--- src/rtl/bit32_booth_mult.sv ---
// Sequential radix-2 Booth multiplier: signed WIDTH x WIDTH -> signed 2*WIDTH product,
// one add/subtract/no-op step through a ripple adder per clock, WIDTH steps per result.
module bit32_booth_mult #(
  parameter int WIDTH = 32
) (
  input  logic                 clk,
  input  logic                 rst_n,
  input  logic                 start,
  input  logic [WIDTH-1:0]     multiplicand,
  input  logic [WIDTH-1:0]     multiplier,
  output logic                 busy,
  output logic                 done,
  output logic [2*WIDTH-1:0]   product
);

  localparam int CW = $clog2(WIDTH);
  localparam logic [CW-1:0] LAST = CW'(WIDTH - 1);

  typedef enum logic [1:0] {IDLE, RUN, DONE} state_t;

  state_t           state;
  state_t           next_state;
  logic [WIDTH-1:0] a;
  logic [WIDTH-1:0] q;
  logic [WIDTH-1:0] m;
  logic             qm1;
  logic [CW-1:0]    count;

  logic             load;
  logic             last_step;
  logic             add_en;
  logic             sub_en;
  logic             cin;
  logic             ovf;
  logic             sign_in;
  logic             c;
  logic [WIDTH-1:0] in2;
  logic [WIDTH-1:0] sum;
  logic [WIDTH-1:0] a_new;

  // Booth decode on {Q[0], Qm1}: 01 adds M, 10 subtracts M, 00/11 leave A alone.
  assign add_en = q[0] ^ qm1;
  assign sub_en = q[0] & ~qm1;
  assign in2    = sub_en ? ~m : m;
  assign cin    = sub_en;

  always_comb begin
    c   = cin;
    sum = '0;
    for (int i = 0; i < WIDTH; i++) begin
      sum[i] = a[i] ^ in2[i] ^ c;
      c      = (a[i] & in2[i]) | (c & (a[i] ^ in2[i]));
    end
  end

  // The shifted-in sign must be the sign of the true (WIDTH+1)-bit sum, otherwise
  // M = -2^(WIDTH-1) corrupts A when the adder overflows.
  assign ovf     = add_en & (a[WIDTH-1] == in2[WIDTH-1]) & (sum[WIDTH-1] != a[WIDTH-1]);
  assign a_new   = add_en ? sum : a;
  assign sign_in = a_new[WIDTH-1] ^ ovf;

  assign load      = start & ((state == IDLE) | (state == DONE));
  assign last_step = (state == RUN) & (count == LAST);

  always_ff @(posedge clk or negedge rst_n) begin
    if (!rst_n) begin
      state <= IDLE;
    end else begin
      state <= next_state;
    end
  end

  always_comb begin
    next_state = state;
    busy       = 1'b0;
    done       = 1'b0;
    case (state)
      IDLE: begin
        if (start) next_state = RUN;
      end
      RUN: begin
        busy = 1'b1;
        if (count == LAST) next_state = DONE;
      end
      DONE: begin
        done       = 1'b1;
        next_state = start ? RUN : IDLE;
      end
      default: next_state = IDLE;
    endcase
  end

  always_ff @(posedge clk or negedge rst_n) begin
    if (!rst_n) begin
      a       <= '0;
      q       <= '0;
      qm1     <= 1'b0;
      m       <= '0;
      count   <= '0;
      product <= '0;
    end else if (load) begin
      m     <= multiplicand;
      a     <= '0;
      q     <= multiplier;
      qm1   <= 1'b0;
      count <= '0;
    end else if (state == RUN) begin
      a     <= {sign_in, a_new[WIDTH-1:1]};
      q     <= {a_new[0], q[WIDTH-1:1]};
      qm1   <= q[0];
      count <= count + 1'b1;
      if (last_step) begin
        product <= {sign_in, a_new[WIDTH-1:1], a_new[0], q[WIDTH-1:1]};
      end
    end
  end

endmodule

--- config.mk ---
export PLATFORM = sky130hd
export DESIGN_NAME = bit32_booth_mult
export DESIGN_NICKNAME = d
export VERILOG_FILES = /design/src/rtl/bit32_booth_mult.sv
export SDC_FILE = /design/constraint.sdc
export NUM_CORES = 1
export LEC_CHECK = 0
export CORE_MARGIN = 1
export CORE_UTILIZATION = 45
export DETAILED_ROUTE_END_ITERATION = 7
export DONT_BUFFER_PORTS = 1
export GPL_TIMING_DRIVEN = 1
export PLACE_DENSITY = 0.7
export SYNTH_ARGS = -nofsm -noshare
export SYNTH_HDL_FRONTEND = slang
export SYNTH_SLANG_ARGS = --single-unit
export TNS_END_PERCENT = 100
--- constraint.sdc ---
create_clock -name clk -period 40.5 [get_ports clk]
set_clock_uncertainty 0.05 [all_clocks]
set_input_delay 12.15 -clock clk [delete_from_list [all_inputs] [get_ports clk]]
set_output_delay 12.15 -clock clk [all_outputs]
set_load 0.02 [all_outputs]
==> results of run 1 <==
## routing by layer
layer / up-vias / wire length (um) / global-route usage / part of all wire
met3: 25 / 1170 / 0.0716 / 0.073
met5: - / 0 / 0 / 0
met4: 0 / 332 / 0.0773 / 0.021
met1: 2426 / 6880 / 0.242 / 0.43
met2: 135 / 7700 / 0.319 / 0.48
li1: 2263 / - / - / -
## through the flow
stage	instances	worst slack, ps	power [mW]	util
2_1_floorplan	682	26220	0.654	-
6_report	891	25560	0.899	0.505
5_1_grt	891	24940	0.982	0.505
3_5_place_dp	861	25480	0.755	0.471
3_3_place_gp	861	25710	0.724	0.471
4_1_cts	891	25430	0.913	0.505
## state kept, by name, summed over array words and instances, names as in the netlist
name and cells:
product 64, count 5, state 2, qm1 1
a 32, m 32, q 32
## cell usage after synthesis, drive strengths merged
cell	number	area share
a211o	1	0.0011
a21oi	1	0.00065
a22o	3	0.0034
a22oi	16	0.016
a31oi	16	0.013
and3	1	0.00081
buf	23	0.016
clkbuf	25	0.012
dfrtp	168	0.55
fa	30	0.078
ha	3	0.0049
inv	5	0.0024
mux2	34	0.050
mux2i	31	0.040
nand2	177	0.086
nand2b	2	0.0016
nand3	18	0.012
nand3b	1	0.00097
nand4	1	0.00081
nor2	16	0.0081
nor2b	6	0.0049
nor4	1	0.00081
o211a	1	0.0013
o211ai	1	0.00097
o21a	1	0.00097
o21ai	35	0.023
o2bb2ai	31	0.035
o32ai	1	0.0011
or3	1	0.00081
xnor2	2	0.0023
xor2	29	0.033
xor3	1	0.0031
## critical path: cells and delay by family (launching register included)
kind	cells	cell delay, ps
compound gates	1	180
xor+xnor	1	280
mux	1	360
fa+ha+maj	31	12850
buf+inv	2	370
flops	1	400
simple gates	1	330
## power by group
part           internal (mW)  switching, mW
clock                 0.0929         0.0634
combinational          0.173          0.205
sequential             0.256          0.109
total                  0.522          0.377
## kinds of logic (layout without fill, tap and decap cells)
| family | Yosys count | count (layout) | share of synthesized area |
|---|---|---|---|
| AO/OA/AOI/OAI | 107 | 107 | 0.0962 |
| XOR/XNOR | 32 | 32 | 0.0383 |
| adder cells (fa/ha/maj) | 33 | 33 | 0.0828 |
| buffers and inverters | 53 | 42 | 0.0302 |
| flip-flops | 168 | 168 | 0.546 |
| multiplexers | 65 | 65 | 0.0900 |
| AND/OR/NAND/NOR | 224 | 224 | 0.117 |
## cell type report
| cell class | count | area (um^2) |
|---|---|---|
| inverter | 5 | 18.8 |
| tap | 220 | 275 |
| clock inverter | 9 | 101 |
| timing repair buffer | 7 | 52.6 |
| fill | 1489 | 8240 |
| clock buffer | 21 | 460 |
| sequential | 168 | 4200 |
| multi-input combinational | 461 | 3290 |
## path summary, 6_finish.rpt
kind / end / slack (ps) / cells after the start
min in group asynchronous: product[8] / 11380 / 0
hold reg to reg: m[27] / 440 / 2
setup / recovery: product[62] / 25560 / 37
setup reg to reg: product[62] / 25560 / 37
max in group asynchronous: a[7] / 28830 / 0
hold / removal: m[27] / 440 / 2
==> reports/metrics.cfg, run 1 <==
[outcome]
status = completed

[floorplanning]
core_um2 = 16600
start_util = 0.463
die_y_um = 133
num_io_pins = 133
die_x_um = 133
num_rows = 47
dieArea_um2 = 17600

[cts]
cts_tree = yes
numCtsBuffers = 17
cts_setup_buffers = 0
root_buffer = clkbuf_16
clk_pin_slew_ps = 60
cts-hold-fix-buffers = 0
clock_path_buffers = 2
cts_sinks = 168
ctsResizeCount = 0
clkLatencyLatePin_ps = 420
htree_levels = 4

[sta]
fin_crit_ps = 14940
hold_viol = 0
fmax_ghz = 0.0670
report.final.slew_viol_count = 0
hold-worst-slack_ps = 443
tightest_slew_ps = 1010
rsz0062_at_grt = false
slew_headroom = 0.328
period_share = 0.369
setup_viol = 0
tns_ps = 0

[synth]
ys_seq_elements = 168
seq_area_frac_synth = 0.546
synth_nets = 782
avgSynthCellArea_um2 = 11.3
synth_cell_types = 35
yosysWarnings = 0
syn_area_um2 = 7700
synth_cells = 682

[global_routing]
grt_usage = 0.198
grt_pass1_vias = 5281
overflow = 0
grt_max_degree = 169
antenna_found_initial = 0
grt_pass1_wl_um = 27300

[worst_setup_path]
critPathKind = reg -> reg
required_ps = 40790
path_max_fanout = 34
worst_path_most_repeated_cell = fa_1
crit_path_start_kind = flip-flop
crit_arrival_ps = 15220
cp-end-kind = flip-flop
timing.rr.start = q[0]
crit_start = q[0]
slowest_delay_ps = 450
crit_slowest_cell = fa_1

[final_layout]
nNetsFinal = 760
mostFrequentLayoutCells = 177 x nand2_1, 168 x dfrtp_1, 35 x o21ai_0
drive_gt1_frac = 0.110
synthToLayoutAreaGrowth_pct = 9.03
antenna_cells = 0
final_common_cell = nand2_1
final_area_um2 = 8400

[route]
wl_per_cell_um = 18.0
ant_nets = 0
drc = 0
via_count = 4849
first_iter_violations = 244
dr.pass1.iters = 4
vias_per_cell = 5.44
wirelength_um = 16100

[pwr]
p_leak_nw = 3.93
vdd_ir_drop_max_mv = 0.0399
power_density_nw_per_um2 = 107

[worst_hold_path]
min-delay-path-class = reg -> reg
worstHoldStart = m[27]

[place]
place_congestion = 0.738
place_area_um2 = 7840
numPortBuffers = 0
dpl.hpwl_um = 10500

[job]
max_cap_viol_count = 0

Note: power is estimated with default switching activity, not from simulation.
==> run 2, diff against run 1 <==
Settings changed: PLACE_DENSITY 0.7 to 0.72.
Clock period 40.5 ns to 12.7 ns, I/O delays scaled along.
==> reports/metrics.cfg, run 2 (synthesized netlist as in run 1, its figures left out) <==
[final_layout]
antenna_cells = 0  ; unchanged
nNetsFinal = 766  ; +0.79%
regMostFlops = product
fillerInstances = 1442  ; -3.2%
utilization = 0.514  ; +0.00925
largest_reg_flops = 64  ; unchanged
mostFrequentLayoutCells = 177 x nand2_1, 168 x dfrtp_1, 35 x o21ai_0
final_common_cell = nand2_1
synthToLayoutAreaGrowth_pct = 11.0
final_cells = 898  ; +0.79%
drive_gt1_frac = 0.171  ; +0.0608

[sta]
fmax_ghz = 0.0773  ; +15%
report.final.slew_viol_count = 0  ; unchanged
period_share = 1.02  ; +0.650
tightest_slew_ps = 920  ; -88.4 ps
hold_viol = 0  ; unchanged
rsz0062_at_grt = true
slew_headroom = 0.385  ; +0.0575
setup_viol = 6  ; +6
tns_ps = -747  ; -747 ps
timing.final.ws_setup_ps = -232  ; -25,800 ps
fin_crit_ps = 12930  ; -2000 ps

[place]
numPlacedInstances = 864  ; +0.35%
numPortBuffers = 0  ; unchanged
dpl.hpwl_um = 10400  ; -1.0%
place_congestion = 0.764  ; +3.5%
dp_worst_setup_slack_ps = -474  ; -25,960 ps

[floorplanning]
num_rows = 47  ; unchanged
num_io_pins = 133  ; unchanged
dieArea_um2 = 17600  ; unchanged
die_x_um = 133  ; unchanged
core_um2 = 16600  ; unchanged
die_y_um = 133  ; unchanged
start_util = 0.463  ; unchanged

[pwr]
power_density_nw_per_um2 = 346  ; +220%
p_leak_nw = 3.95  ; +0.41%
vdd_ir_drop_max_mv = 0.149  ; +270%

[global_routing]
antenna_found_initial = 0  ; unchanged
grt_pass1_wl_um = 27300  ; about the same
overflow = 0  ; unchanged
grt_max_degree = 169  ; unchanged
grt_usage = 0.197  ; -0.000354
grt_pass1_vias = 5174  ; -2.0%

[worst_setup_path]
crit_path_start_kind = flip-flop
r2r_end = product[62]
path_max_fanout = 4  ; -88%
critPathKind = reg -> reg
slowest_delay_ps = 410  ; -40 ps
rr_worst_depth = 36  ; -2.7%
crit_arrival_ps = 13210  ; -2010 ps
worst_path_most_repeated_cell = fa_2
r2r_slack_ps = -230  ; -25,800 ps
timing.rr.start = q[0]
crit_slowest_cell = dfrtp_1
required_ps = 12980  ; -27,810 ps
cp-end-kind = flip-flop

[outcome]
status = complete, but fails checks
violations = setup timing

[cts]
htree_levels = 4  ; unchanged
numCtsBuffers = 17  ; unchanged
clock_path_buffers = 2  ; unchanged
clkLatencyLatePin_ps = 420  ; about the same
root_buffer = clkbuf_16
clk_pin_slew_ps = 60  ; about the same
cts_tree = yes
cts_sinks = 168  ; unchanged

[route]
wl_per_cell_um = 18.3  ; +1.4%
ant_nets = 0  ; unchanged
drc = 0  ; unchanged
wirelength_um = 16400  ; +2.2%
via_count = 4878  ; +0.60%
vias_per_cell = 5.43  ; -0.19%
dr.pass1.iters = 4  ; unchanged
first_iter_violations = 290  ; +19%

[worst_hold_path]
min-delay-path-class = reg -> reg
hold_path_depth = 1  ; -1
worstHoldStart = a[30]
holdPathEnd = a[30]

[job]
max_cap_viol_count = 0  ; unchanged

[run 2: layout make-up]
class | instances | area, um^2 | share of cell area
tap | 220 | 275 | 0.0322
sequential | 168 | 4200 | 0.492
multi-input combinational | 461 | 3390 | 0.396
timing repair buffer | 13 | 97.6 | 0.0114
clock inverter | 11 | 100 | 0.0117
clock buffer | 20 | 467 | 0.0546
inverter | 5 | 18.8 | 0.00219
[run 2: report_power, final]
part	switching (mW)	leakage, nW	total [mW]	internal (mW)
sequential	0.353	2.01	1.17	0.816
combinational	0.678	1.66	1.29	0.615
clock	0.213	0.278	0.497	0.284
total	1.24	3.95	2.96	1.72
[run 2: worst max-delay path by stage]
stage / start / cells past startpoint / endpoint
final: q[0] / 36 / product[62]
after global routing: q[0] / 36 / product[62]
after CTS: q[0] / 36 / product[62]
after detailed placement: q[0] / 36 / product[62]
after global placement: q[0] / 36 / product[62]
after floorplan: q[0] / 38 / product[62]
[run 2: stage by stage]
step | hold WS, ps | area, um^2 | total power, mW
2_1_floorplan | 387 | 7790 | 2.14
4_1_cts | 446 | 8520 | 2.98
6_report | 442 | 8550 | 2.96
5_1_grt | 467 | 8550 | 3.22
3_3_place_gp | 402 | 7940 | 2.37
3_5_place_dp | 432 | 7940 | 2.47
[run 2: metal layers]
| layer | global-route usage | wire length [um] |
|---|---|---|
| met1 | 0.251 | 7140 |
| met2 | 0.323 | 8080 |
| met3 | 0.0705 | 1090 |
| met4 | 0.0434 | 122 |
| met5 | 0 | 0 |
[run 2: what timing repair did]
| item | CTS | global route |
|---|---|---|
| endpoints found under the hold margin | 0 | 0 |
| setup buffers | 1 | 2 |
| pin swaps | 3 | 1 |
| gates resized for setup | 2 | 3 |
| endpoints found under the setup margin | 6 | 7 |
| hold buffers | 0 | 0 |
[run 2: worst max-delay path, delay by kind of cell, from the launching register on]
kind	cells	cell delay, ps
compound gates	1	150
xor+xnor	1	260
fa+ha+maj	31	11220
buf+inv	1	70
flops	1	410
mux	1	280
simple gates	1	360
==> run 3, diff against run 2 <==
Settings changed: REMOVE_ABC_BUFFERS set to 1.
==> reports/metrics.cfg, run 3 (synthesized netlist as in run 1, its figures left out) <==
[pwr]
internal_power_mw = 1.72  ; +0.28%
power_density_nw_per_um2 = 347  ; +0.18%
power_switching_mw = 1.26  ; +1.3%
p_leak_nw = 3.95  ; about the same
total_power_mw = 2.98  ; +0.71%
switching_share = 0.423  ; +0.00248
pwr-share-seq = 0.392  ; -0.003
vdd_ir_drop_max_mv = 0.126  ; -16%
pwr-share-comb = 0.438  ; about the same
p_clk_frac = 0.170  ; +0.002

[cts]
htree_levels = 4  ; unchanged
cts_sinks = 168  ; unchanged
clk_pin_slew_ps = 70  ; about the same
clkLatencyLatePin_ps = 410  ; about the same
cts-hold-fix-buffers = 0  ; unchanged
cts_tree = yes
root_buffer = clkbuf_16
clock_path_buffers = 2  ; unchanged
numCtsBuffers = 17  ; unchanged

[job]
max_cap_viol_count = 0  ; unchanged

[sta]
rsz0062_at_grt = true
period_share = 1.02  ; +0.00137
slew_headroom = 0.367  ; -0.0179
tightest_slew_ps = 947  ; +26.8 ps
report.final.slew_viol_count = 0  ; unchanged
fmax_ghz = 0.0772  ; -0.13%
timing.final.ws_setup_ps = -250  ; -17.4 ps
hold_viol = 0  ; unchanged
fin_crit_ps = 12950  ; +17.4 ps
setup_viol = 6  ; unchanged
hold-worst-slack_ps = 425  ; -16.8 ps

[final_layout]
nNetsFinal = 769  ; +0.39%
antenna_cells = 0  ; unchanged
mostFrequentLayoutCells = 177 x nand2_1, 168 x dfrtp_1, 33 x mux2_2
final_common_cell = nand2_1
regMostFlops = product
drive_gt1_frac = 0.179  ; +0.00779
largest_reg_flops = 64  ; unchanged
fillerInstances = 1458  ; +1.1%
synthToLayoutAreaGrowth_pct = 11.6
utilization = 0.517  ; +0.00271

[global_routing]
antenna_found_initial = 0  ; unchanged
overflow = 0  ; unchanged
grt_pass1_wl_um = 27100  ; -0.76%
grt_pass1_vias = 5285  ; +2.1%
grt_max_degree = 169  ; unchanged
grt_usage = 0.196  ; -0.00178

[worst_setup_path]
path_max_fanout = 4  ; unchanged
r2r_end = a[30]
slowest_delay_ps = 410  ; about the same
crit_start = q[0]
crit_slowest_cell = dfrtp_1
crit_arrival_ps = 13200  ; about the same
timing.rr.start = q[0]
crit_path_end = a[30]
crit_path_start_kind = flip-flop
r2r_slack_ps = -250  ; -20 ps
critPathKind = reg -> reg
worst_path_most_repeated_cell = fa_2
cp-end-kind = flip-flop
rr_worst_depth = 36  ; unchanged
required_ps = 12950  ; -30 ps

[route]
dr.pass1.iters = 4  ; unchanged
via_count = 4935  ; +1.2%
wirelength_um = 16200  ; -1.3%
vias_per_cell = 5.47  ; +0.72%
ant_nets = 0  ; unchanged
wl_per_cell_um = 18.0  ; -1.7%
drc = 0  ; unchanged
first_iter_violations = 212  ; -27%

[floorplanning]
num_io_pins = 133  ; unchanged
die_y_um = 133  ; unchanged
dieArea_um2 = 17600  ; unchanged
die_x_um = 133  ; unchanged
core_um2 = 16600  ; unchanged
num_rows = 47  ; unchanged
start_util = 0.463  ; unchanged

[place]
place_congestion = 0.750  ; -1.9%
dpl.hpwl_um = 10200  ; -1.8%
numPortBuffers = 0  ; unchanged

[worst_hold_path]
min-delay-path-class = reg -> reg

[outcome]
violations = setup timing
status = complete, but fails checks

[run 3: cell types whose count changed in the layout (fill, tap and decap cells not counted), sizes merged]
cell,previous run,this run
clkbuf,20,18
clkinvlp,2,4
buf,13,16
clkinv,8,2
inv,5,12
[run 3: metal layers]
layer	share of wire	vias to the layer above	track usage
met4	0.011	0	0.0702
met2	0.48	164	0.312
met1	0.42	2480	0.248
met5	0	-	0
met3	0.082	15	0.0674
li1	-	2276	-
[run 3: critical path: cells and delay by family (launching register included)]
kind | cells | cell delay (ps)
AO/OA/AOI/OAI | 2 | 440
XOR/XNOR | 1 | 260
multiplexers | 1 | 280
adder cells (fa/ha/maj) | 31 | 11320
buffers and inverters | 1 | 70
flip-flops | 1 | 410
[run 3: timing repair]
action / in CTS / in global routing
endpoints found under the setup margin: 14 / 8
gates cloned: 0 / 0
pin swaps: 2 / 1
setup buffers: 1 / 0
gates resized for setup: 39 / 3
[run 3: layout make-up]
cell class / count / area, um^2 / share of cell area
Inverter: 5 / 18.8 / 0.00218
Multi-Input combinational cell: 461 / 3400 / 0.395
Timing Repair Buffer: 16 / 128 / 0.0148
Clock inverter: 14 / 138 / 0.0160
Clock buffer: 18 / 439 / 0.0511
Sequential cell: 168 / 4200 / 0.489
Tap cell: 220 / 275 / 0.0320
[run 3: power groups by stage]
stage               clock network (mW)  logic [mW]  registers (mW)
global placement                     0        1.16            1.16
global route                     0.541        1.51            1.21
detailed placement                   0        1.24            1.17
finish                           0.506        1.31            1.17
CTS                              0.519        1.32            1.17
floorplan                            0       0.961            1.11
[run 3: worst min path at each step]
| stage | cells past startpoint | startpoint | slack, ps | endpoint |
|---|---|---|---|---|
| floorplan | 1 | count[3] | 390 | count[3] |
| global placement | 1 | count[3] | 400 | count[3] |
| detailed placement | 1 | count[3] | 420 | count[3] |
| CTS | 1 | count[3] | 430 | count[3] |
| global route | 2 | m[28] | 470 | m[28] |
| finish | 1 | count[3] | 430 | count[3] |
[run 3: stage by stage]
step	setup TNS, ps	setup WS, ps	cell area (um^2)	std cells
final	-851	-250	8600	902
after global routing	-3310	-669	8600	902
after CTS	-1580	-371	8580	902
after detailed placement	-16680	-1980	7900	869
after global placement	-13730	-1740	7900	869
after floorplan	-20760	-2230	7490	634
